[src/rtl/mem_port_arbiter.sv]
// Round-robin arbiter from NUM_PORTS core memory ports onto one shared memory port,
// with in-order read-response routing. Define MEM_ARB_QOS_EN to add a per-port priority input.
module mem_port_arbiter #(
    parameter int NUM_PORTS  = 4,
    parameter int ADDR_WIDTH = 48,
    parameter int DATA_WIDTH = 64,
    parameter int OT_DEPTH   = 4
) (
    input  logic                                  clk,
    input  logic                                  reset,
    input  logic [NUM_PORTS-1:0]                  port_req_valid,
    input  logic [NUM_PORTS-1:0]                  port_req_write,
    input  logic [NUM_PORTS-1:0][ADDR_WIDTH-1:0]  port_req_addr,
    input  logic [NUM_PORTS-1:0][DATA_WIDTH-1:0]  port_req_data,
`ifdef MEM_ARB_QOS_EN
    input  logic [NUM_PORTS-1:0]                  port_req_prio,
`endif
    output logic [NUM_PORTS-1:0]                  port_req_ready,
    output logic [NUM_PORTS-1:0]                  port_resp_valid,
    output logic [DATA_WIDTH-1:0]                 port_resp_data,
    output logic                                  port_resp_last,
    input  logic [NUM_PORTS-1:0]                  port_resp_ready,
    output logic                                  mem_req_valid,
    output logic                                  mem_req_write,
    output logic [ADDR_WIDTH-1:0]                 mem_req_addr,
    output logic [DATA_WIDTH-1:0]                 mem_req_data,
    input  logic                                  mem_req_ready,
    input  logic                                  mem_resp_valid,
    input  logic [DATA_WIDTH-1:0]                 mem_resp_data,
    input  logic                                  mem_resp_last,
    output logic                                  mem_resp_ready,
    output logic [$clog2(OT_DEPTH+1)-1:0]         outstanding
);

    localparam int PORT_W     = $clog2(NUM_PORTS);
    localparam int OT_W       = $clog2(OT_DEPTH + 1);
    localparam int PTR_W      = (OT_DEPTH > 1) ? $clog2(OT_DEPTH) : 1;
    localparam int FIFO_SLOTS = 1 << PTR_W;
    localparam logic [OT_W-1:0]   OT_MAX   = OT_W'(OT_DEPTH);
    localparam logic [PORT_W:0]   PORT_CNT = (PORT_W+1)'(NUM_PORTS);
    localparam logic [PORT_W-1:0] LAST_PORT = PORT_W'(NUM_PORTS - 1);

    typedef enum logic {IDLE, ISSUE} state_t;

    state_t                 state_reg, state_next;
    logic [PORT_W-1:0]      rr_ptr_reg;
    logic                   mem_req_write_reg;
    logic [ADDR_WIDTH-1:0]  mem_req_addr_reg;
    logic [DATA_WIDTH-1:0]  mem_req_data_reg;
    logic [OT_W-1:0]        outstanding_reg, outstanding_next;
    logic [PTR_W-1:0]       wr_ptr_reg, rd_ptr_reg;
    logic [PORT_W-1:0]      fifo_mem [FIFO_SLOTS];

    logic                   read_room;
    logic [NUM_PORTS-1:0]   eligible;
    logic [NUM_PORTS-1:0]   search_vec;
    logic [PORT_W:0]        cand_sum [NUM_PORTS];
    logic [PORT_W-1:0]      cand_idx [NUM_PORTS];
    logic [NUM_PORTS-1:0]   cand_hit;
    logic                   taken [NUM_PORTS];
    logic [PORT_W-1:0]      idx_acc [NUM_PORTS+1];
    logic                   grant_valid;
    logic [PORT_W-1:0]      grant_idx;
    logic                   handshake;
    logic                   push, pop;
    logic                   fifo_empty;
    logic [PORT_W-1:0]      head;

    // Read capacity is judged on the registered count, so a same-cycle pop never frees a slot early.
    assign read_room = (outstanding_reg < OT_MAX);

    genvar gi;
    generate
        for (gi = 0; gi < NUM_PORTS; gi++) begin : g_elig
            assign eligible[gi] = port_req_valid[gi] && (port_req_write[gi] || read_room);
        end
    endgenerate

`ifdef MEM_ARB_QOS_EN
    logic [NUM_PORTS-1:0] elig_hi;
    assign elig_hi    = eligible & port_req_prio;
    assign search_vec = (|elig_hi) ? elig_hi : eligible;
`else
    assign search_vec = eligible;
`endif

    // Candidate gi is the port gi steps past rr_ptr; the lowest hitting step wins.
    generate
        for (gi = 0; gi < NUM_PORTS; gi++) begin : g_cand
            assign cand_sum[gi] = {1'b0, rr_ptr_reg} + (PORT_W+1)'(gi);
            assign cand_idx[gi] = (cand_sum[gi] >= PORT_CNT) ? PORT_W'(cand_sum[gi] - PORT_CNT)
                                                             : cand_sum[gi][PORT_W-1:0];
            assign cand_hit[gi] = search_vec[cand_idx[gi]];
            assign idx_acc[gi+1] = idx_acc[gi]
                                 | ({PORT_W{cand_hit[gi] && !taken[gi]}} & cand_idx[gi]);
        end
        assign taken[0] = 1'b0;
        for (gi = 1; gi < NUM_PORTS; gi++) begin : g_taken
            assign taken[gi] = taken[gi-1] || cand_hit[gi-1];
        end
    endgenerate

    assign idx_acc[0]  = '0;
    assign grant_idx   = idx_acc[NUM_PORTS];
    assign grant_valid = |cand_hit;
    assign handshake   = (state_reg == IDLE) && grant_valid && !reset;

    generate
        for (gi = 0; gi < NUM_PORTS; gi++) begin : g_ready
            assign port_req_ready[gi] = handshake && (grant_idx == PORT_W'(gi));
        end
    endgenerate

    always_comb begin
        state_next = state_reg;
        case (state_reg)
            IDLE:    if (handshake)     state_next = ISSUE;
            ISSUE:   if (mem_req_ready) state_next = IDLE;
            default:                    state_next = IDLE;
        endcase
    end

    always_ff @(posedge clk) begin
        if (reset) begin
            state_reg         <= IDLE;
            rr_ptr_reg        <= '0;
            mem_req_write_reg <= 1'b0;
            mem_req_addr_reg  <= '0;
            mem_req_data_reg  <= '0;
        end else begin
            state_reg <= state_next;
            if (handshake) begin
                mem_req_write_reg <= port_req_write[grant_idx];
                mem_req_addr_reg  <= port_req_addr[grant_idx];
                mem_req_data_reg  <= port_req_data[grant_idx];
                rr_ptr_reg        <= (grant_idx == LAST_PORT) ? '0 : grant_idx + 1'b1;
            end
        end
    end

    assign mem_req_valid = (state_reg == ISSUE);
    assign mem_req_write = mem_req_write_reg;
    assign mem_req_addr  = mem_req_addr_reg;
    assign mem_req_data  = mem_req_data_reg;

    // Ordering FIFO: one entry per granted read, holding the issuing port index.
    assign fifo_empty = (outstanding_reg == '0);
    assign head       = fifo_mem[rd_ptr_reg];
    assign push       = handshake && !port_req_write[grant_idx];
    assign pop        = mem_resp_valid && mem_resp_ready && mem_resp_last;

    always_ff @(posedge clk) begin
        if (push) begin
            fifo_mem[wr_ptr_reg] <= grant_idx;
        end
    end

    always_comb begin
        outstanding_next = outstanding_reg;
        if (push && !pop) begin
            outstanding_next = outstanding_reg + 1'b1;
        end else if (pop && !push) begin
            outstanding_next = outstanding_reg - 1'b1;
        end
    end

    always_ff @(posedge clk) begin
        if (reset) begin
            wr_ptr_reg      <= '0;
            rd_ptr_reg      <= '0;
            outstanding_reg <= '0;
        end else begin
            if (push) wr_ptr_reg <= wr_ptr_reg + 1'b1;
            if (pop)  rd_ptr_reg <= rd_ptr_reg + 1'b1;
            outstanding_reg <= outstanding_next;
        end
    end

    assign outstanding = outstanding_reg;

    // With nothing outstanding a response beat is stalled rather than routed anywhere.
    generate
        for (gi = 0; gi < NUM_PORTS; gi++) begin : g_resp
            assign port_resp_valid[gi] = !reset && !fifo_empty && mem_resp_valid
                                      && (head == PORT_W'(gi));
        end
    endgenerate

    assign mem_resp_ready = !reset && !fifo_empty && port_resp_ready[head];
    assign port_resp_data = mem_resp_data;
    assign port_resp_last = mem_resp_last;

endmodule

[config.mk]
export PLATFORM = sky130hd
export DESIGN_NAME = mem_port_arbiter
export DESIGN_NICKNAME = d
export VERILOG_FILES = /design/src/rtl/mem_port_arbiter.sv
export SDC_FILE = /design/constraint.sdc
export NUM_CORES = 1
export LEC_CHECK = 0
export BUFFER_PORTS_ARGS = -buffer_cell sky130_fd_sc_hd__buf_2
export CORE_AREA = 5 5 276 278
export CTS_CLUSTER_DIAMETER = 80
export DETAILED_ROUTE_END_ITERATION = 16
export DIE_AREA = 0 0 281 283
export GPL_ROUTABILITY_DRIVEN = 0
export PLACE_DENSITY = 0.41
export SYNTH_ARGS = -nofsm -noshare
export SYNTH_HDL_FRONTEND = slang
export SYNTH_SLANG_ARGS = --single-unit
[constraint.sdc]
create_clock -name clk -period 4.1 [get_ports clk]
set_clock_uncertainty 0.05 [all_clocks]
set_input_delay 0.615 -clock clk [delete_from_list [all_inputs] [get_ports clk]]
set_output_delay 0.615 -clock clk [all_outputs]
set_load 0.05 [all_outputs]
Yosys cells after proc, flatten, opt, wreduce, memory -nomap -nowiden
Memories as Yosys holds them, arrays and structs flattened. A register that Yosys moved wholly into a read port is not among the register bits.
Cells that the tools add are included.
W data, S select, Z words.
Word-level totals
  input bits: 529
  memories kept: 1
  register bits after elaboration: 123
  word-level logic and storage cells: 120
  RAM bits: 8
  output and inout port bits: 191
Memories
  fifo_mem: words 4, bits a word 2, rd ports 1, clocked after Yosys merged registers in 1, wr ports 1, RTL line 52  | logic [PORT_W-1:0] fifo_mem [FIFO_SLOTS];
Operators by class
  add/sub/neg operators: 12
  reduce and logical (&&, ||, !) cells: 44
  magnitude comparators: 11
  bitwise logic cells: 8
  multiplexer cells: 30
  eq/ne operators: 6
Operators by type and width (number)
  $bmux W64 S2: 1
  $bmux W48 S2: 1
  $mux W64: 1
  $mux W48: 1
  $logic_and A1 B1 Y1: 25
  $lt A2 B3 Y1 const B: 6
  $mux W2: 7
  $bmux W1 S2: 6
  $mux W1: 10
  $ge A3 B3 Y1 const B: 3
  $and A2 B2 Y2: 4
  $eq A2 B2 Y1 const B: 4
  $logic_not A1 Y1: 8
  $sub A2 B1 Y2 const B: 4
  $add A2 B1 Y2 const B: 3
  $add A2 B2 Y3 const B: 2
  $logic_or A1 B1 Y1: 6
  $mux W3: 2
  $or A2 B2 Y2: 3
  $eq A2 B1 Y1 const B: 2
  $logic_not A2 Y1: 2
  $reduce_or A4 Y1: 1
  $add A2 B1 Y3 const B: 1
  $add A3 B1 Y3 const B: 1
  other kinds (7): 7

Logic depth before layout (Yosys ltp)
Gate-level depths: netlist (run 1).
  depth in word-level cells: 19
  gate-level depth with buffers: 15

Least setup slack after synthesis (run 1)
Ideal clock, no wire load.
  kind: register to register
  start point: reg outstanding_reg[2] (netlist: outstanding[2])
  end point: reg outstanding_reg[2] (netlist: outstanding[2])
  buffers on the path: 3
  data arrival time: 3.669 ns
  required time: 3.979 ns
  path slack: 0.311 ns
  stages on the path, launching flop included: 16
  cells stage by stage: dfxtp_1 clkbuf_1 inv_1 o211ai_1 o221ai_2 a22o_1 clkbuf_1 o22ai_1 and3_1 clkbuf_1 ha_1 inv_1 fa_1 xor2_1 or3_1 a21oi_1
Between the ends
  longest elaborated chain between the ends: 18
Ends and longest elaborated chain
  start: declaration: RTL line 50  | logic [OT_W-1:0] outstanding_reg, outstanding_next;
  start signal: assignment: RTL line 175  | outstanding_reg <= outstanding_next;
  $lt A3 B3 Y1 *: RTL line 70  | assign read_room = (outstanding_reg < OT_MAX);
  $logic_or A1 B1 Y1: RTL line 75  | assign eligible[gi] = port_req_valid[gi] && (port_req_write[gi] || read_room);
  $logic_and A1 B1 Y1: RTL line 75
  $bmux W1 S2: RTL line 93  | assign cand_hit[gi] = search_vec[cand_idx[gi]];
  $mux W1 (implied by the code): RTL line 93
  $logic_not A1 Y1 or $logic_or A1 B1 Y1 (tied branches): RTL line 95, 99
  $logic_and A1 B1 Y1, or another cell as far along: RTL line 95  | | ({PORT_W{cand_hit[gi] && !taken[gi]}} & cand_idx[gi]);
  $and A2 B2 Y2, or another cell as far along: RTL line 95
  (+3 left out)
  $bmux W1 S2: RTL line 149  | assign push = handshake && !port_req_write[grant_idx];
  $mux W1 (implied by the code): RTL line 149
  $logic_not A1 Y1: RTL line 149
  $logic_and A1 B1 Y1 *: RTL line 149
  via push: RTL line 65  | logic push, pop;
  $logic_not A1 Y1: RTL line 162  | end else if (pop && !push) begin
  $logic_and A1 B1 Y1: RTL line 162
  $reduce_bool A2 Y1 (no line)
Mark *: on every way through the listed nets, which the timed path passes. The rest lies on a longest branch. The select of a mux whose other input is x is not followed.
A chain may end at the register's enable or synchronous reset.

Worst setup path after layout (run 1)
  start point: reg rr_ptr_reg[0]
  end point: out port_req_ready[2]
Between the ends
  longest elaborated chain between the ends: 13
Ends and longest elaborated chain
  start: declaration: RTL line 46  | logic [PORT_W-1:0] rr_ptr_reg;
  start signal: assignment: RTL line 136  | rr_ptr_reg <= (grant_idx == LAST_PORT) ? '0 : grant_idx + 1'b1;
  $add A2 B1 Y3: RTL line 90  | assign cand_sum[gi] = {1'b0, rr_ptr_reg} + (PORT_W+1)'(gi);
  $ge A3 B3 Y1 or $sub A2 B1 Y2 (tied branches): RTL line 91  | assign cand_idx[gi] = (cand_sum[gi] >= PORT_CNT) ? PORT_W'(cand_sum[gi] - PORT_CNT)
  $mux W2: RTL line 91
  $bmux W1 S2: RTL line 93
  $mux W1 (implied by the code): RTL line 93
  $logic_or A1 B1 Y1: RTL line 99  | assign taken[gi] = taken[gi-1] || cand_hit[gi-1];
  $logic_not A1 Y1 or $logic_or A1 B1 Y1 (tied branches): RTL line 95, 99
  $logic_and A1 B1 Y1 or $logic_not A1 Y1 (tied branches): RTL line 95
  $and A2 B2 Y2 or $logic_and A1 B1 Y1 (tied branches): RTL line 95
  $or A2 B2 Y2 or $and A2 B2 Y2 (tied branches): RTL line 95
  $or A2 B2 Y2 *: RTL line 95
  via grant_idx[0]: RTL line 63  | logic [PORT_W-1:0] grant_idx;
  $eq A2 B2 Y1 *: RTL line 110  | assign port_req_ready[gi] = handshake && (grant_idx == PORT_W'(gi));
  $logic_and A1 B1 Y1 *: RTL line 110
  end: declaration: RTL line 18  | output logic [NUM_PORTS-1:0] port_req_ready,
Marked as above.

==> impl_metrics.json, run 1 <==
{
  "outcome": "finished clean",
  "ys_seq_area_share_pct": 30.8,
  "antenna_left": 0,
  "hold_class": "in -> reg",
  "antenna_found_initial": 7,
  "clk_pin_slew_ns": 0.06,
  "setup_viol_count_final": 0,
  "synthCells": 982,
  "cp_slowest_cell": "dfxtp_2",
  "n_antenna_cell": 0,
  "synth_cell_types": 46,
  "detail_route.wl_per_cell_um": 18.9,
  "min_period_ns": 3.63,
  "vdd_drop_max_mv": 0.748,
  "synth.top_cell.area_share_pct": 28.1,
  "grt_pass1_vias": 10526,
  "rsz0062_at_grt": "false",
  "critical_path_class": "reg -> out",
  "fmax_ghz": 0.276,
  "core_area_um2": 73700,
  "most-common-layout-cells": "589 x buf_2, 124 x dfxtp_1, 118 x a21oi_1",
  "syn_avg_cell_area_um2": 9.08,
  "synth_area_um2": 8910,
  "num_io_pins": 720,
  "yosys_register_bits": 133,
  "fin_crit_sh_pct": 88.4,
  "drt_first_pass_iters": 5,
  "viasPerCell": 4.06,
  "grt_max_degree": 113,
  "hpwl_um": 34100,
  "cellLeakagePower_nw": 5.97,
  "drc": 0,
  "clock-root-buffer": "clkbuf_16",
  "slew_viol_final": 0,
  "nets": 1989,
  "cpPeakStageDelay_ns": 0.56,
  "die_y_um": 283,
  "synth.area.top_cells": "dfxtp_1 28%, a221o_1 13%, mux2_4 10%, a21oi_1 6.6%, mux2_2 6.6%",
  "drt_iter0_drc": 503,
  "holdWs_ns": 0.394,
  "die_x_um": 281,
  "initial_utilization_pct": 12.1,
  "yosysWarnings": 0,
  "final_common_cell": "buf_2",
  "clock_latency_ns": 0.46,
  "crit_path_end_kind": "output port",
  "synth.largest_area_cell": "dfxtp_1",
  "numCtsBuffers": 17,
  "track_usage_pct": 10.8,
  "relSlewSlack_pct": 48.2,
  "cts_tree": "built",
  "finalHoldViolCount": 0,
  "synth_edf_count": 8,
  "dr_total_vias": 9873,
  "crit_required_ns": 3.43,
  "crit_arrival_ns": 2.96,
  "cts_buffer_depth": 2,
  "finalSetupTns_ns": 0,
  "cts_sinks": 133,
  "critical_path.cell_chain": "mux2i_1, a221oi_1, a21o_1, a21oi_4, nor2_4, inv_6, ha_1, and2_1, buf_12",
  "p_per_area_nw_per_um2": 981,
  "drt_wl_total_um": 46000,
  "grt_pass1_wl_um": 65400,
  "design_area_um2": 13100,
  "drive_gt1_share_pct": 53.0,
  "num-fill-cells": 8316,
  "htree_levels": 4,
  "worst_pin_slew_ns": 0.777,
  "num_rows": 100,
  "synthFlopType": "dfxtp_1",
  "die_area_um2": 79500,
  "port_buffers": 591,
  "area_delta_synth_final_pct": 47.2,
  "cp_max_fo": 14,
  "cts_setup_buffers": 0,
  "maxCapViolCount": 0,
  "syn-num-nets": 1521,
  "crit_path_start_kind": "register",
  "async_flop_share_pct": 0,
  "placed_cell_area_um2": 12500,
  "overflow": 0,
  "largest_reg_flops": 64
}
-- layer usage --
layer / vias up / GRT usage [%] / share of wire [%]
li1: 4607 / - / -
met1: 4662 / 11.8 / 38
met2: 503 / 19.3 / 50
met3: 89 / 3.42 / 8.3
met4: 12 / 4.64 / 3.4
met5: - / 0 / 0.15
-- metrics by stage --
step,power (mW),setup slack (ns),util [%],cells
5_1_grt,13.6,0.240,17.8,2432
3_5_place_dp,11.3,0.378,17.0,2400
4_1_cts,13.1,0.114,17.8,2432
6_report,12.9,0.474,17.8,2432
3_3_place_gp,11.3,0.415,17.0,2400
2_1_floorplan,8.84,0.311,-,982
-- power breakdown --
| group | internal [mW] | total [mW] | switching (mW) |
|---|---|---|---|
| Sequential | 1.97 | 2.36 | 0.390 |
| Combinational | 2.92 | 8.87 | 5.94 |
| Clock | 0.970 | 1.64 | 0.673 |
-- cell usage after synthesis, types with 3 or more instances --
cell type	instances
dfxtp_1	125
a21oi_1	118
nand3_1	114
a221o_1	113
o21ai_0	113
clkbuf_1	69
buf_4	65
mux2_4	60
mux2_2	52
buf_2	21
nor2_1	15
and2_1	12
mux2i_1	12
inv_1	11
ha_1	9
nand2_1	9
buf_6	8
edfxtp_1	8
a21o_1	4
buf_1	4
a211oi_1	3
a22o_1	3
mux4_2	3
-- kinds of logic after synthesis --
| kind of cell | share of synthesized area, % |
|---|---|
| fa+ha+maj | 1.49 |
| xor+xnor | 0.393 |
| buf+inv | 11.2 |
| flops | 30.8 |
| compound gates | 28.3 |
| mux | 18.8 |
| simple gates | 9.07 |
-- critical path, delay by kind of cell, from the launching register on --
kind                       cells  cell delay (ns)
AOI/OAI and AO/OA              3             0.84
adders and majority gates      1             0.22
buffers and inverters          2             0.28
DFF                            1             0.56
muxes                          1             0.16
and+or+nand+nor                2             0.42
-- final cells by class --
cell class	instances	area (µm²)	area share (%)
Inverter	12	50.0	0.381
Multi-Input combinational cell	670	5210	39.7
Timing Repair Buffer	616	3300	25.2
Clock buffer	20	447	3.40
Tap cell	969	1210	9.24
Sequential cell	133	2740	20.9
Clock inverter	12	154	1.17
-- final timing paths --
kind	from	to	slack, ns	cells after the start
worst max-delay path	rr_ptr_reg[0]$_SDFFE_PP0P_	port_req_ready[2]	0.47	9
worst min-delay path	mem_req_ready	mem_req_valid$_SDFF_PP0_	0.39	3
worst min register to register	mem_req_write$_SDFFE_PP0P_	mem_req_write$_SDFFE_PP0P_	0.42	2
worst max register to register	rr_ptr_reg[0]$_SDFFE_PP0P_	outstanding[2]$_SDFFE_PP0P_	0.61	12
-- repair_timing --
action / in CTS / in global routing
gates resized for setup: 0 / 1
hold buffers: 0 / 0
endpoints found under the setup margin: 0 / 4
(Power assumes the default switching activity.)
==> inputs of run 2 (changes only) <==
--- a/constraint.sdc
+++ b/constraint.sdc
@@ -3,3 +3,3 @@
 set_input_delay 0.615 -clock clk [delete_from_list [all_inputs] [get_ports clk]]
 set_output_delay 0.615 -clock clk [all_outputs]
-set_load 0.05 [all_outputs]
+set_load 0.1 [all_outputs]
==> run 2 against run 1 <==
  * Combinational power rose by 26%
  * Routed wire length rose by 1.2%
  * First-iteration DRC count fell by 4.2%
  * Sequential cell count did not move
  * Die area did not move
  * Power rose by 18%
  * Core utilization barely moved
  * Via count rose by 0.85%
  * Critical endpoint is now port_req_ready[3]
==> impl_metrics.json, run 2 (synthesized netlist as in run 1, its figures left out) <==
{
  "outcome": "finished clean",
  "p_int_mw": 5.77,
  "final_common_cell": "buf_2",
  "grt_pass1_vias": 10491,
  "clk_pin_slew_ns": 0.07,
  "hpwl_um": 34600,
  "area_delta_synth_final_pct": 47.2,
  "ff2ff_setup_slack_ns": 0.53,
  "finalHoldViolCount": 0,
  "num_io_pins": 720,
  "critical_path.cell_chain": "mux2i_1, a21o_1, a21o_1, a21oi_4, nor2_4, ha_1, and2_1, buf_2",
  "cts_tree": "built",
  "core_area_um2": 73700,
  "p_clk_share_pct": 11.0,
  "overflow": 0,
  "dr_total_vias": 9957,
  "hold_class": "in -> reg",
  "hold_buffers": 0,
  "relSlewSlack_pct": 52.8,
  "finalSetupTns_ns": 0,
  "path_delay_family": "flip-flops",
  "swShare_pct": 62.1,
  "placed_cell_area_um2": 12500,
  "rsz0062_at_grt": "false",
  "maxCapViolCount": 0,
  "fin_crit_sh_pct": 93.2,
  "cp_max_fo": 10,
  "antenna_found_initial": 8,
  "min_period_ns": 3.82,
  "drt_first_pass_iters": 5,
  "comb_power_share_pct": 73.4,
  "cp.depth": 8,
  "hold_path_depth": 3,
  "nets": 1986,
  "setup_viol_count_final": 0,
  "p_per_area_nw_per_um2": 1160,
  "cts_sinks": 133,
  "fmax_ghz": 0.262,
  "setup_ws_ns": 0.279,
  "slew_viol_final": 0,
  "dp_slack_ns": 0.538,
  "die_x_um": 281,
  "track_usage_pct": 11.0,
  "cp_slowest_cell": "dfxtp_1",
  "largest_reg_flops": 64,
  "grt_pass1_wl_um": 66200,
  "min_to": "mem_req_valid$_SDFF_PP0_",
  "worst_pin_slew_ns": 0.708,
  "crit_path_end_kind": "output port",
  "grt_max_degree": 113,
  "crit_path_start_kind": "register",
  "rr_endpoint": "outstanding[2]$_SDFFE_PP0P_",
  "initial_utilization_pct": 12.1,
  "num_rows": 100,
  "path_buf_inv": 1,
  "critical_path_class": "reg -> out",
  "crit_required_ns": 3.43,
  "reg2reg_from": "rr_ptr_reg[0]$_SDFFE_PP0P_",
  "cellLeakagePower_nw": 5.98,
  "worst_r2r_path_depth": 12,
  "antenna_left": 0,
  "detail_route.wl_per_cell_um": 19.2,
  "cpPeakStageDelay_ns": 0.63,
  "design_area_um2": 13100,
  "most-common-layout-cells": "589 x buf_2, 124 x dfxtp_1, 118 x a21oi_1",
  "drt_wl_total_um": 46600,
  "power_switching_mw": 9.45,
  "final_cells": 2431,
  "htree_levels": 4,
  "dp_cells": 2397,
  "clock_latency_ns": 0.46,
  "drt_iter0_drc": 482,
  "drc": 0,
  "vdd_drop_max_mv": 0.650,
  "port_buffers": 591,
  "min_from": "mem_req_ready",
  "crit_arrival_ns": 3.16,
  "drive_gt1_share_pct": 53.2,
  "die_y_um": 283,
  "clock-root-buffer": "clkbuf_16",
  "numCtsBuffers": 17,
  "power_frac_seq_pct": 15.7,
  "crit_top_cell": "a21o_1",
  "die_area_um2": 79500,
  "viasPerCell": 4.10,
  "cts_buffer_depth": 2,
  "cts_setup_buffers": 0
}
[run 2: worst max path at each step]
stage	from	end	slack, ns
after floorplan	outstanding[2]$_SDFFE_PP0P_	port_req_ready[2]	0.29
after CTS	rr_ptr_reg[0]$_SDFFE_PP0P_	port_req_ready[3]	0.11
after global routing	rr_ptr_reg[0]$_SDFFE_PP0P_	port_req_ready[0]	0.04
after detailed placement	port_req_write[1]	outstanding[2]$_SDFFE_PP0P_	0.54
final	rr_ptr_reg[0]$_SDFFE_PP0P_	port_req_ready[3]	0.28
after global placement	port_req_write[2]	outstanding[2]$_SDFFE_PP0P_	0.58
[run 2: cell type report]
| class | instances | area (µm²) |
|---|---|---|
| clock buffers | 18 | 450 |
| repair buffers | 613 | 3280 |
| well taps | 969 | 1210 |
| clock inverters | 14 | 161 |
| multi-input cells | 670 | 5230 |
| flip-flops and latches | 133 | 2740 |
| inverters | 12 | 50.0 |
| fillers | 8318 | 60600 |
| diodes | 2 | 5.00 |
[run 2: worst min-delay path, stage by stage]
cell and delay [ns]:
buf_2 0.07, nand2b_1 0.09, a21oi_1 0.06
[run 2: layer usage]
| metal | track usage, % | vias up | wire length [µm] |
|---|---|---|---|
| li1 | - | 4609 | - |
| met1 | 12.4 | 4643 | 17900 |
| met2 | 18.3 | 589 | 22000 |
| met3 | 3.76 | 106 | 4350 |
| met4 | 5.85 | 10 | 2230 |
| met5 | 0 | - | 62 |
[run 2: per-stage QoR]
stage               total power [mW]  util, %  hold WS [ns]
global route                    16.0     17.8         0.331
CTS                             15.4     17.8         0.311
global placement                13.6     17.0         0.407
detailed placement              13.7     17.0         0.410
finish                          15.2     17.8         0.369
floorplan                       11.3        -         0.418
[run 2: power groups by stage]
stage	registers (mW)	logic, mW	clock network (mW)
floorplan	6.67	4.63	0
global placement	2.40	11.2	0
detailed placement	2.39	11.3	0
CTS	2.38	11.3	1.78
global route	2.46	11.7	1.82
finish	2.38	11.2	1.67
[run 2: timing repair]
action / CTS / global route
setup endpoints to repair: 0 / 4
gates resized for setup: 0 / 1
hold endpoints to repair: 0 / 0
==> inputs of run 3 (changes only) <==
Settings changed: CORE_AREA 5 5 276 278 to 5 5 281 283, CTS_BUF_LIST set to sky130_fd_sc_hd__clkbuf_2 sky130_fd_sc_hd__clkbuf_4 sky130_fd_sc_hd__clkbuf_8, DIE_AREA 0 0 281 283 to 0 0 286 288, PLACE_DENSITY 0.41 to 0.4.
==> run 3 against run 2 <==
  * Power decreased by 1.8%
  * Non-clock buffer count grew 8
  * Clock power is 21% lower
  * Design area fell by 0.80%
  * Largest cell class unchanged
  * First-iteration DRC count is 10% lower
  * Combinational power about the same
  * Critical endpoint is now port_req_ready[1]
  * Sequential share of layout area up 0.18 points
  * Die area rose by 3.6%
==> impl_metrics.json, run 3 (synthesized netlist as in run 1, its figures left out) <==
{
  "worst_r2r_path_depth": 12,
  "wl_met1_um": 17800,
  "core_area_um2": 76400,
  "num_io_pins": 720,
  "grt_pass1_vias": 10016,
  "drc": 0,
  "port_buffers": 591,
  "antenna_found_initial": 2,
  "setup_viol_count_final": 0,
  "crit_top_cell": "a21o_1",
  "power_frac_seq_pct": 15.9,
  "wl_met3_um": 3790,
  "clk_pin_slew_ns": 0.10,
  "final_common_cell": "buf_2",
  "ff2ff_setup_slack_ns": 0.66,
  "die_area_um2": 82400,
  "maxCapViolCount": 0,
  "finalHoldViolCount": 0,
  "detail_route.wl_per_cell_um": 18.8,
  "design_area_um2": 13000,
  "hpwl_um": 34800,
  "placed_cell_area_um2": 12600,
  "hold_buffers": 0,
  "crit_arrival_ns": 3.07,
  "comb_power_share_pct": 75.2,
  "fin_crit_sh_pct": 91.1,
  "cts_tree": "built",
  "rr_endpoint": "outstanding[2]$_SDFFE_PP0P_",
  "met2_length_um": 22200,
  "min_to": "mem_req_valid$_SDFF_PP0_",
  "crit_required_ns": 3.43,
  "htree_levels": 4,
  "antenna_left": 0,
  "grt_pass1_wl_um": 64300,
  "die_x_um": 286,
  "critical_path.cell_chain": "mux2i_1, a21o_1, a21o_1, a21oi_4, nor2_4, ha_1, and2_1, buf_2",
  "nets": 1994,
  "swShare_pct": 63.3,
  "slew_viol_final": 0,
  "num-fill-cells": 8605,
  "p_int_mw": 5.49,
  "outcome": "finished clean",
  "vdd_drop_max_mv": 0.696,
  "critical_path_class": "reg -> out",
  "fmax_ghz": 0.268,
  "cp_slowest_cell": "dfxtp_2",
  "worst_pin_slew_ns": 0.803,
  "drt_first_pass_iters": 5,
  "initial_utilization_pct": 11.7,
  "drt_wl_total_um": 46200,
  "final_cells": 2459,
  "crit_path_end_kind": "output port",
  "p_clk_share_pct": 8.8,
  "relSlewSlack_pct": 46.5,
  "crit_path_start_kind": "register",
  "power.total_mw": 15.0,
  "track_usage_pct": 10.4,
  "area_delta_synth_final_pct": 46.1,
  "power_switching_mw": 9.46,
  "overflow": 0,
  "drive_gt1_share_pct": 53.5,
  "hold_path_depth": 3,
  "clock_latency_ns": 0.52,
  "min_from": "mem_req_ready",
  "die_y_um": 288,
  "cts_sinks": 133,
  "cpPeakStageDelay_ns": 0.57,
  "holdWs_ns": 0.301,
  "viasPerCell": 4.08,
  "num_rows": 102,
  "cts_buffer_depth": 2,
  "numCtsBuffers": 17,
  "largest_reg_flops": 64,
  "top_layer": "met4",
  "dr_total_vias": 10036,
  "reg2reg_from": "rr_ptr_reg[0]$_SDFFE_PP0P_",
  "hold_class": "in -> reg",
  "most-common-layout-cells": "588 x buf_2, 123 x dfxtp_1, 118 x a21oi_1",
  "drt_iter0_drc": 434,
  "p_per_area_nw_per_um2": 1150,
  "min_period_ns": 3.74,
  "cp_max_fo": 17,
  "finalSetupTns_ns": 0,
  "grt_max_degree": 113,
  "dp_cells": 2424,
  "clock-root-buffer": "clkbuf_8",
  "rsz0062_at_grt": "false",
  "cellLeakagePower_nw": 5.92
}
run 3: what timing repair did:
| item | in CTS | in global routing |
|---|---|---|
| setup endpoints to repair | 0 | 4 |
| setup buffers | 0 | 0 |
| gates resized for setup | 0 | 1 |
run 3: worst max-delay path by stage:
| stage | startpoint | end | slack [ns] | cells after the start |
|---|---|---|---|---|
| floorplan | outstanding[2]$_SDFFE_PP0P_ | port_req_ready[2] | 0.29 | 9 |
| global placement | rr_ptr_reg[0]$_SDFFE_PP0P_ | outstanding[2]$_SDFFE_PP0P_ | 0.43 | 12 |
| detailed placement | rr_ptr_reg[0]$_SDFFE_PP0P_ | outstanding[2]$_SDFFE_PP0P_ | 0.46 | 12 |
| CTS | rr_ptr_reg[0]$_SDFFE_PP0P_ | port_req_ready[1] | 0.02 | 8 |
| global route | rr_ptr_reg[0]$_SDFFE_PP0P_ | port_req_ready[1] | 0.16 | 8 |
| finish | rr_ptr_reg[0]$_SDFFE_PP0P_ | port_req_ready[1] | 0.36 | 8 |
run 3: layout make-up:
cell class | instances | area, µm² | share of cell area (%)
antenna | 3 | 7.51 | 0.0577
clock buffer | 17 | 234 | 1.80
clock inverter | 15 | 189 | 1.45
inverter | 12 | 50.0 | 0.384
multi-input combinational | 670 | 5220 | 40.1
sequential | 133 | 2750 | 21.1
tap | 988 | 1240 | 9.49
timing repair buffer | 621 | 3340 | 25.7
run 3: through the flow:
| stage | setup slack (ns) | util, % |
|---|---|---|
| after floorplan | 0.293 | - |
| after global placement | 0.433 | 16.5 |
| after detailed placement | 0.464 | 16.5 |
| after CTS | 0.0163 | 17.0 |
| after global routing | 0.155 | 17.0 |
| final | 0.364 | 17.0 |
run 3: power by group through the flow:
stage,combinational [mW],clock (mW),sequential (mW)
floorplan,4.63,0,6.67
global placement,11.3,0,2.40
detailed placement,11.3,0,2.39
CTS,11.3,1.44,2.37
global route,11.8,1.47,2.46
finish,11.3,1.32,2.38
run 3: layer usage:
metal / up-vias / track usage [%]
li1: 4629 / -
met1: 4747 / 11.9
met4: 0 / 6.01
met3: 101 / 3.26
met5: - / 0
met2: 559 / 17.3
run 3: worst max-delay path, delay by kind of cell (launching register included):
kind / cells / cell delay [ns]
AOI/OAI and AO/OA: 3 / 0.60
DFF: 1 / 0.57
buffers and inverters: 1 / 0.45
muxes: 1 / 0.40
and+or+nand+nor: 2 / 0.35
adders and majority gates: 1 / 0.19
